$ cat config.mk
export PLATFORM = sky130hd
export DESIGN_NAME = ccta_result_acc
export DESIGN_NICKNAME = d
export VERILOG_FILES = /design/src/rtl/ccta_result_acc.sv
export SDC_FILE = /design/constraint.sdc
export NUM_CORES = 1
export LEC_CHECK = 0
export BUFFER_PORTS_ARGS = -buffer_cell sky130_fd_sc_hd__clkbuf_2
export CELL_PAD_IN_SITES_DETAIL_PLACEMENT = 0
export CELL_PAD_IN_SITES_GLOBAL_PLACEMENT = 1
export CORE_MARGIN = 10
export CORE_UTILIZATION = 37
export CTS_BUF_LIST = sky130_fd_sc_hd__clkbuf_4
export DETAILED_ROUTE_END_ITERATION = 8
export PLACE_DENSITY_LB_ADDON = 0.1
export SLEW_MARGIN = 20
export SYNTH_ARGS = -nofsm -noshare
export SYNTH_HDL_FRONTEND = slang
export SYNTH_SLANG_ARGS = --single-unit
$ cat constraint.sdc
create_clock -name clk -period 2.25 [get_ports clk]
set_clock_uncertainty 0.05 [all_clocks]
set_input_delay 0 -clock clk [delete_from_list [all_inputs] [get_ports clk]]
set_output_delay 0 -clock clk [all_outputs]
set_load 0.05 [all_outputs]
$ cat src/rtl/ccta_result_acc.sv
// ccta_result_acc
// Collects a window of N CCTA results and reports their sum, maximum,
// minimum, the ctrl mode of the first sample and a mixed-mode flag.
//
// Handshakes (both sides): a transfer happens on a rising clk edge where
// valid && ready. The producer keeps valid and its data stable until the
// transfer happens. in_ready may change only with the FSM state or reset.
// out_valid stays high, and the result registers stay stable, until
// out_ready is seen high.
//
// Ports:
//   clk, rst       clock (rising edge), synchronous active-low reset
//   in_valid/q_in/ctrl_in/in_ready   sample stream from the CCTA adder
//   out_valid/out_ready              window result handshake
//   sum, max_q, min_q, mode, mixed   window result registers
//   dbg_state      current FSM state (IDLE=0, ACC=1, DONE=2)
//   avg_q          floor(sum/N), present only when CCTA_ACC_AVG_EN is defined
//
// Optional feature macro: CCTA_ACC_AVG_EN.
module ccta_result_acc #(
  parameter int DW = 5,
  parameter int N  = 8,
  localparam int CW = $clog2(N),
  localparam int SW = DW + CW
) (
  input  logic          clk,
  input  logic          rst,
  input  logic          in_valid,
  input  logic [DW-1:0] q_in,
  input  logic          ctrl_in,
  output logic          in_ready,
  output logic          out_valid,
  input  logic          out_ready,
  output logic [SW-1:0] sum,
  output logic [DW-1:0] max_q,
  output logic [DW-1:0] min_q,
  output logic          mode,
  output logic          mixed,
  output logic [1:0]    dbg_state
`ifdef CCTA_ACC_AVG_EN
  ,
  output logic [DW-1:0] avg_q
`endif
);

  typedef enum logic [1:0] {
    IDLE = 2'd0,
    ACC  = 2'd1,
    DONE = 2'd2
  } state_t;

  state_t        state_q, state_d;
  logic [CW-1:0] cnt_q, cnt_d;
  logic [SW-1:0] acc_q, acc_d;
  logic [DW-1:0] rmax_q, rmax_d;
  logic [DW-1:0] rmin_q, rmin_d;
  logic          mode_r_q, mode_r_d;
  logic          mixed_r_q, mixed_r_d;

  logic          out_valid_q, out_valid_d;
  logic [SW-1:0] sum_q, sum_d;
  logic [DW-1:0] max_o_q, max_o_d;
  logic [DW-1:0] min_o_q, min_o_d;
  logic          mode_o_q, mode_o_d;
  logic          mixed_o_q, mixed_o_d;
`ifdef CCTA_ACC_AVG_EN
  logic [DW-1:0] avg_o_q, avg_o_d;
`endif

  logic          accept;
  logic [SW-1:0] nsum;
  logic [DW-1:0] nmax;
  logic [DW-1:0] nmin;
  logic          nmixed;

  // Gated with rst so the block never advertises readiness while in reset.
  assign in_ready = rst && (state_q != DONE);
  assign accept   = in_valid && in_ready;

  // Running values including the current sample; ties keep the old value.
  assign nsum   = acc_q + {{CW{1'b0}}, q_in};
  assign nmax   = (q_in > rmax_q) ? q_in : rmax_q;
  assign nmin   = (q_in < rmin_q) ? q_in : rmin_q;
  assign nmixed = mixed_r_q | (ctrl_in != mode_r_q);

  always_comb begin
    state_d     = state_q;
    cnt_d       = cnt_q;
    acc_d       = acc_q;
    rmax_d      = rmax_q;
    rmin_d      = rmin_q;
    mode_r_d    = mode_r_q;
    mixed_r_d   = mixed_r_q;
    out_valid_d = out_valid_q;
    sum_d       = sum_q;
    max_o_d     = max_o_q;
    min_o_d     = min_o_q;
    mode_o_d    = mode_o_q;
    mixed_o_d   = mixed_o_q;
`ifdef CCTA_ACC_AVG_EN
    avg_o_d     = avg_o_q;
`endif
    case (state_q)
      IDLE: begin
        if (accept) begin
          acc_d     = {{CW{1'b0}}, q_in};
          rmax_d    = q_in;
          rmin_d    = q_in;
          mode_r_d  = ctrl_in;
          mixed_r_d = 1'b0;
          cnt_d     = CW'(1);
          state_d   = ACC;
        end
      end
      ACC: begin
        if (accept) begin
          if (cnt_q == CW'(N - 1)) begin
            // Nth sample: publish results that already include it.
            out_valid_d = 1'b1;
            sum_d       = nsum;
            max_o_d     = nmax;
            min_o_d     = nmin;
            mode_o_d    = mode_r_q;
            mixed_o_d   = nmixed;
`ifdef CCTA_ACC_AVG_EN
            avg_o_d     = nsum[SW-1:CW];
`endif
            cnt_d       = '0;
            state_d     = DONE;
          end else begin
            acc_d     = nsum;
            rmax_d    = nmax;
            rmin_d    = nmin;
            mixed_r_d = nmixed;
            cnt_d     = cnt_q + CW'(1);
          end
        end
      end
      DONE: begin
        if (out_ready) begin
          out_valid_d = 1'b0;
          state_d     = IDLE;
        end
      end
      default: state_d = IDLE;
    endcase
  end

  always_ff @(posedge clk) begin
    if (!rst) begin
      state_q     <= IDLE;
      cnt_q       <= '0;
      acc_q       <= '0;
      rmax_q      <= '0;
      rmin_q      <= '0;
      mode_r_q    <= 1'b0;
      mixed_r_q   <= 1'b0;
      out_valid_q <= 1'b0;
      sum_q       <= '0;
      max_o_q     <= '0;
      min_o_q     <= '0;
      mode_o_q    <= 1'b0;
      mixed_o_q   <= 1'b0;
`ifdef CCTA_ACC_AVG_EN
      avg_o_q     <= '0;
`endif
    end else begin
      state_q     <= state_d;
      cnt_q       <= cnt_d;
      acc_q       <= acc_d;
      rmax_q      <= rmax_d;
      rmin_q      <= rmin_d;
      mode_r_q    <= mode_r_d;
      mixed_r_q   <= mixed_r_d;
      out_valid_q <= out_valid_d;
      sum_q       <= sum_d;
      max_o_q     <= max_o_d;
      min_o_q     <= min_o_d;
      mode_o_q    <= mode_o_d;
      mixed_o_q   <= mixed_o_d;
`ifdef CCTA_ACC_AVG_EN
      avg_o_q     <= avg_o_d;
`endif
    end
  end

  assign out_valid = out_valid_q;
  assign sum       = sum_q;
  assign max_q     = max_o_q;
  assign min_q     = min_o_q;
  assign mode      = mode_o_q;
  assign mixed     = mixed_o_q;
  assign dbg_state = state_q;
`ifdef CCTA_ACC_AVG_EN
  assign avg_q     = avg_o_q;
`endif

endmodule

; Word level (Yosys, flattened, before mapping)
; Cells that the tools add are included.
; W data, S select, Z words.
[totals]
reg_bits = 46
in_bits = 10
out_inout_bits = 24
word_cells = 69
[classes]
n_addsub = 2
order_cmp = 2
eq_ne = 10
n_mux = 30
bitwise_logic = 1
n_reduce_logical = 11
[op_table]
columns = op, n
row1 = $mux W5, 7
row2 = $mux W8, 3
row3 = $pmux W5 S2, 2
row4 = $pmux W8 S2, 1
row5 = $ne A2 B2 Y1 const B, 6
row6 = $reduce_and A4 Y1, 3
row7 = $mux W3, 3
row8 = $add A8 B5 Y8, 1
row9 = $mux W2, 4
row10 = $mux W1, 6
row11 = $pmux W2 S3, 1
row12 = $pmux W3 S2, 1
row13 = $reduce_and A3 Y1, 2
row14 = $gt A5 B5 Y1, 1
row15 = $lt A5 B5 Y1, 1
row16 = $pmux W1 S2, 2
row17 = $reduce_bool A2 Y1, 2
row18 = $add A3 B1 Y3 const B, 1
row19 = $eq A3 B3 Y1 const B, 1
row20 = $eq A2 B1 Y1 const B, 1
row21 = $eq A2 B2 Y1 const B, 1
row22 = $logic_and A1 B1 Y1, 2
row23 = $logic_not A2 Y1, 1
row24 = $reduce_and A2 Y1, 1
row25 = other kinds (2), 2

; Logic depth before layout (Yosys ltp)
[depth]
ltp_word = 5
mapped_depth = 9
depth_no_buf = 7

; Worst setup path before layout
; No wires, ideal clock.
[synth_timing]
kind = register to register
startpoint = reg state_q[0], in the netlist dbg_state[0]
endpoint = reg rmax_q[3]
setup_time_ns = 0.122
arrival_time_ns = 1.615
t_required_ns = 2.078
path_slack_ns = 0.464
stages_incl_launch_ff = 7
n_path_buf = 2
period_less_slack_ns = 1.786
path_cell_list = dfxtp_1 -> and2_1 -> buf_6 -> buf_8 -> o22ai_2 -> and3_1 -> a221o_1
[synth_between]
elab_chain_cells = 5
word_cells_on_any_way = 11
classes_between = eq/ne (5) / mux (1) / reduce/logical (5)
[synth_lines]
columns = item, line_no
row1 = "start, declared", 52  ; state_t state_q, state_d;
row2 = "start signal, assigned", 168  ; state_q <= state_d;
row3 = $ne A2 B2 Y1, 77  ; assign in_ready = rst && (state_q != DONE);
row4 = $logic_and A1 B1 Y1, 77
row5 = $logic_and A1 B1 Y1, 78  ; assign accept = in_valid && in_ready;
row6 = $ne A2 B2 Y1 (no source line), n/a
row7 = $reduce_and A4 Y1 (no source line), n/a
row8 = "end signal, assigned", 171  ; rmax_q <= rmax_d;
row9 = "end, declared", 55  ; logic [DW-1:0] rmax_q, rmax_d;
; Several ways; a longest one is shown, not always the timed one.
; A chain may end at the register's enable or synchronous reset.

; Worst setup path in the final report
[layout_timing]
startpoint = reg cnt_q[0]
endpoint = reg rmax_q[2]
[layout_between]
elab_chain_cells = 3
[layout_lines]
columns = item, line_no
row1 = "start, declared", 53  ; logic [CW-1:0] cnt_q, cnt_d;
row2 = "start signal, assigned", 169  ; cnt_q <= cnt_d;
row3 = $eq A3 B3 Y1, 117  ; if (cnt_q == CW'(N - 1)) begin
row4 = $ne A2 B2 Y1 (no source line), n/a
row5 = $reduce_and A4 Y1 (no source line), n/a
; No other way between the ends.

==> out/metrics.yaml <==
logic_synthesis:
  avgSynthCellArea_um2: 8.42
  synth_area_leader_cell: "dfxtp_1"
  synth_edf_count: 0
  ys_ff_latch: 46
  ys_types: 48
  synthCells: 301
  netlist_area_um2: 2530
  syn_nets: 328
  synth_warnings: 0
  yosysSeqAreaShare_pct: 36.3
  synth_top_area_share_pct: 36.3
  synth-async-reset-ratio_pct: 0
  synth_ff_type: "dfxtp_1"
  netlist_top_cells_area: "dfxtp_1 (36%), ha_1 (7.9%), a21oi_1 (7.1%)"
clocking:
  cts_tree: "done"
  clock_sinks: 46
  insertion_delay_ns: 0.37
  htree_levels: 2
  root_buffer: "clkbuf_4"
  clkSlewWorstSetupHoldPaths_ns: 0.16
  cts_buffer_depth: 2
  postCtsSetupBuffers: 0
  cts_buffers: 5
routing:
  ant_nets: 0
  drtPass1Iterations: 4
  drt_wl_total_um: 6970
  wl_per_cell_um: 16.7
  vias: 2233
  drt_iter0_drc: 109
  detail_route.vias_per_cell: 5.34
  drc_errors: 0
worst_setup_path:
  path_buf_inv: 0
  cp_cell_sequence: "ha_1, ha_1, and2_1, nor2_4, o21ai_0, a221o_1"
  critPathKind: "reg2reg"
  cpMostUsedCell: "ha_1"
  path_max_fanout: 8
  crit_slowest_cell: "a221o_1"
  slowest_delay_ns: 0.41
  critPathArrivalTime_ns: 2.30
  critPathRequiredTime_ns: 2.49
  critPathCaptureType: "register"
  crit_family: "compound AO/OA/AOI/OAI gates"
  startpoint_type: "register"
layout:
  syn2layout_area_growth_pct: 12.6
  nets: 364
  layout-drive-gt1-share_pct: 17.8
  fillers: 674
  diodes: 0
timing:
  finalHoldViolations: 0
  fin_tns_setup_ns: 0
  worst_pin_slew_ns: 0.583
  rsz0062_at_grt: "false"
  drv_slew: 0
  period_share_pct: 91.7
  final.setup.worst_slack_ns: 0.186
  post-route-min-period_ns: 2.06
  setup_viol: 0
  clock.fmax_mhz: 484
  slew_headroom_pct: 60.7
  worst_hold_slack_ns: 0.0292
hold_path:
  hp-class: "in2reg"
pwr:
  clkPwrFrac_pct: 24.3
  intPower_mw: 1.18
  power_density_nw_per_um2: 623
  p_sw_mw: 0.601
  ir_worst_vdd_mv: 0.205
  p_seq_share_pct: 50.9
  p_comb_share_pct: 24.8
  leakagePower_nw: 1.25
  swShare_pct: 33.8
floorplanning:
  dieArea_um2: 10600
  dieHeight_um: 103
  io_pins: 34
  fp.coreArea_um2: 6720
  die_w_um: 103
  std_cell_rows: 30
  initial_utilization_pct: 37.7
flow_run:
  maxCapViolCount: 0
global_route:
  grt_use_total_pct: 13.9
  grt-ovfl-total: 0
  antenna_found_initial: 0
  grt_max_degree: 31
  grt_pass1_vias: 2257
  grt_pass1_wl_um: 11700
placed_design:
  place_ws_ns: 0.221
  io_buffers: 33
  place_congestion: 0.871
  dp_hpwl_um: 5040
run_status:
  status: "finished, final reports clean"
[layout by cell type, fill, tap and decap left out, types with 3 or more instances in the layout]
| master | count |
|---|---|
| o211ai_1 | 5 |
| dlygate4sd3_1 | 4 |
| o21ai_1 | 13 |
| clkbuf_4 | 6 |
| ha_1 | 16 |
| and3_1 | 5 |
| o22ai_1 | 10 |
| xor2_1 | 4 |
| buf_4 | 10 |
| mux2i_1 | 10 |
| nand2b_1 | 5 |
| nor2_1 | 22 |
| a221o_1 | 4 |
| dfxtp_1 | 46 |
| nand2_1 | 21 |
| nand3_1 | 13 |
| nand4_1 | 4 |
| o21ai_0 | 18 |
| a21oi_1 | 36 |
| clkbuf_2 | 33 |
| xnor2_1 | 3 |
| inv_1 | 17 |
[cell type report]
| class | count | area [µm²] | area share (%) |
|---|---|---|---|
| inverter | 17 | 63.8 | 2.23 |
| clock buffer | 6 | 45.0 | 1.58 |
| sequential | 46 | 921 | 32.3 |
| tap | 80 | 100 | 3.51 |
| clock inverter | 2 | 12.5 | 0.438 |
| multi-input combinational | 219 | 1410 | 49.5 |
| timing repair buffer | 48 | 300 | 10.5 |
[timing repair]
item                      in CTS  in global routing
hold buffers                   4                  0
hold endpoints to repair       6                  0
resized for setup              0                  0
[power groups by stage]
stage | Sequential [mW] | Combinational (mW) | Clock, mW
final | 0.906 | 0.441 | 0.433
after floorplan | 0.905 | 0.355 | 0
after global placement | 0.923 | 0.439 | 0
after global routing | 0.912 | 0.502 | 0.466
after CTS | 0.905 | 0.444 | 0.445
after detailed placement | 0.923 | 0.436 | 0
[metrics by stage]
stage          area (µm²)  power (mW)  utilization, %  instances
4_1_cts              2860        1.79            42.5        418
2_1_floorplan        2530        1.26               -        301
6_report             2860        1.78            42.5        418
5_1_grt              2860        1.88            42.5        418
3_5_place_dp         2760        1.36            41.0        406
3_3_place_gp         2760        1.36            41.0        406
[tightest hold or removal path, delay by kind of cell]
kind	cells	cell delay [ns]
buffers and inverters	2	0.27
and+or+nand+nor	1	0.07
AOI/OAI and AO/OA	1	0.07
[synthesized netlist by cell type, types with 5 or more instances]
cell type	instances
a21oi_1	36
ha_1	16
dfxtp_1	46
nand2_1	21
nand2b_1	5
mux2i_1	10
o21ai_1	13
and3_1	5
buf_6	5
o21ai_0	18
o22ai_1	10
buf_2	8
o211ai_1	5
nor2_1	22
inv_1	17
nand3_1	13
[logic make-up after synthesis]
group	Yosys count	synth area share, %
compound gates	99	23.0
xor+xnor	7	2.42
fa+ha+maj	17	8.69
buf+inv	36	7.95
flops	46	36.3
mux	10	3.95
simple gates	86	17.7
[per-layer routing]
| metal | global-route usage (%) | share of wire, % | up-vias |
|---|---|---|---|
| met5 | 0 | 0 | - |
| met2 | 22.8 | 48 | 38 |
| li1 | - | - | 1150 |
| met1 | 18.1 | 48 | 1039 |
| met4 | 3.53 | 0.99 | 0 |
| met3 | 2.88 | 3.2 | 6 |
[sequential cells by signal, summed over array words and instances, names as in the netlist]
name       flops
rmax_q         5
dbg_state      2
cnt_q          3
mode           1
sum            8
min_q          5
out_valid      1
mixed          1
max_q          5
mode_r_q       1
rmin_q         5
mixed_r_q      1
acc_q          8
[worst paths after layout]
kind / startpoint / end / slack [ns] / cells after the start
min reg2reg: sum[4] / sum[4] / 0.41 / 2
max reg2reg: cnt_q[0] / rmax_q[2] / 0.19 / 6
max: cnt_q[0] / rmax_q[2] / 0.19 / 6
min: q_in[4] / rmin_q[4] / 0.03 / 4
Note: power is estimated with default switching activity, not from simulation.
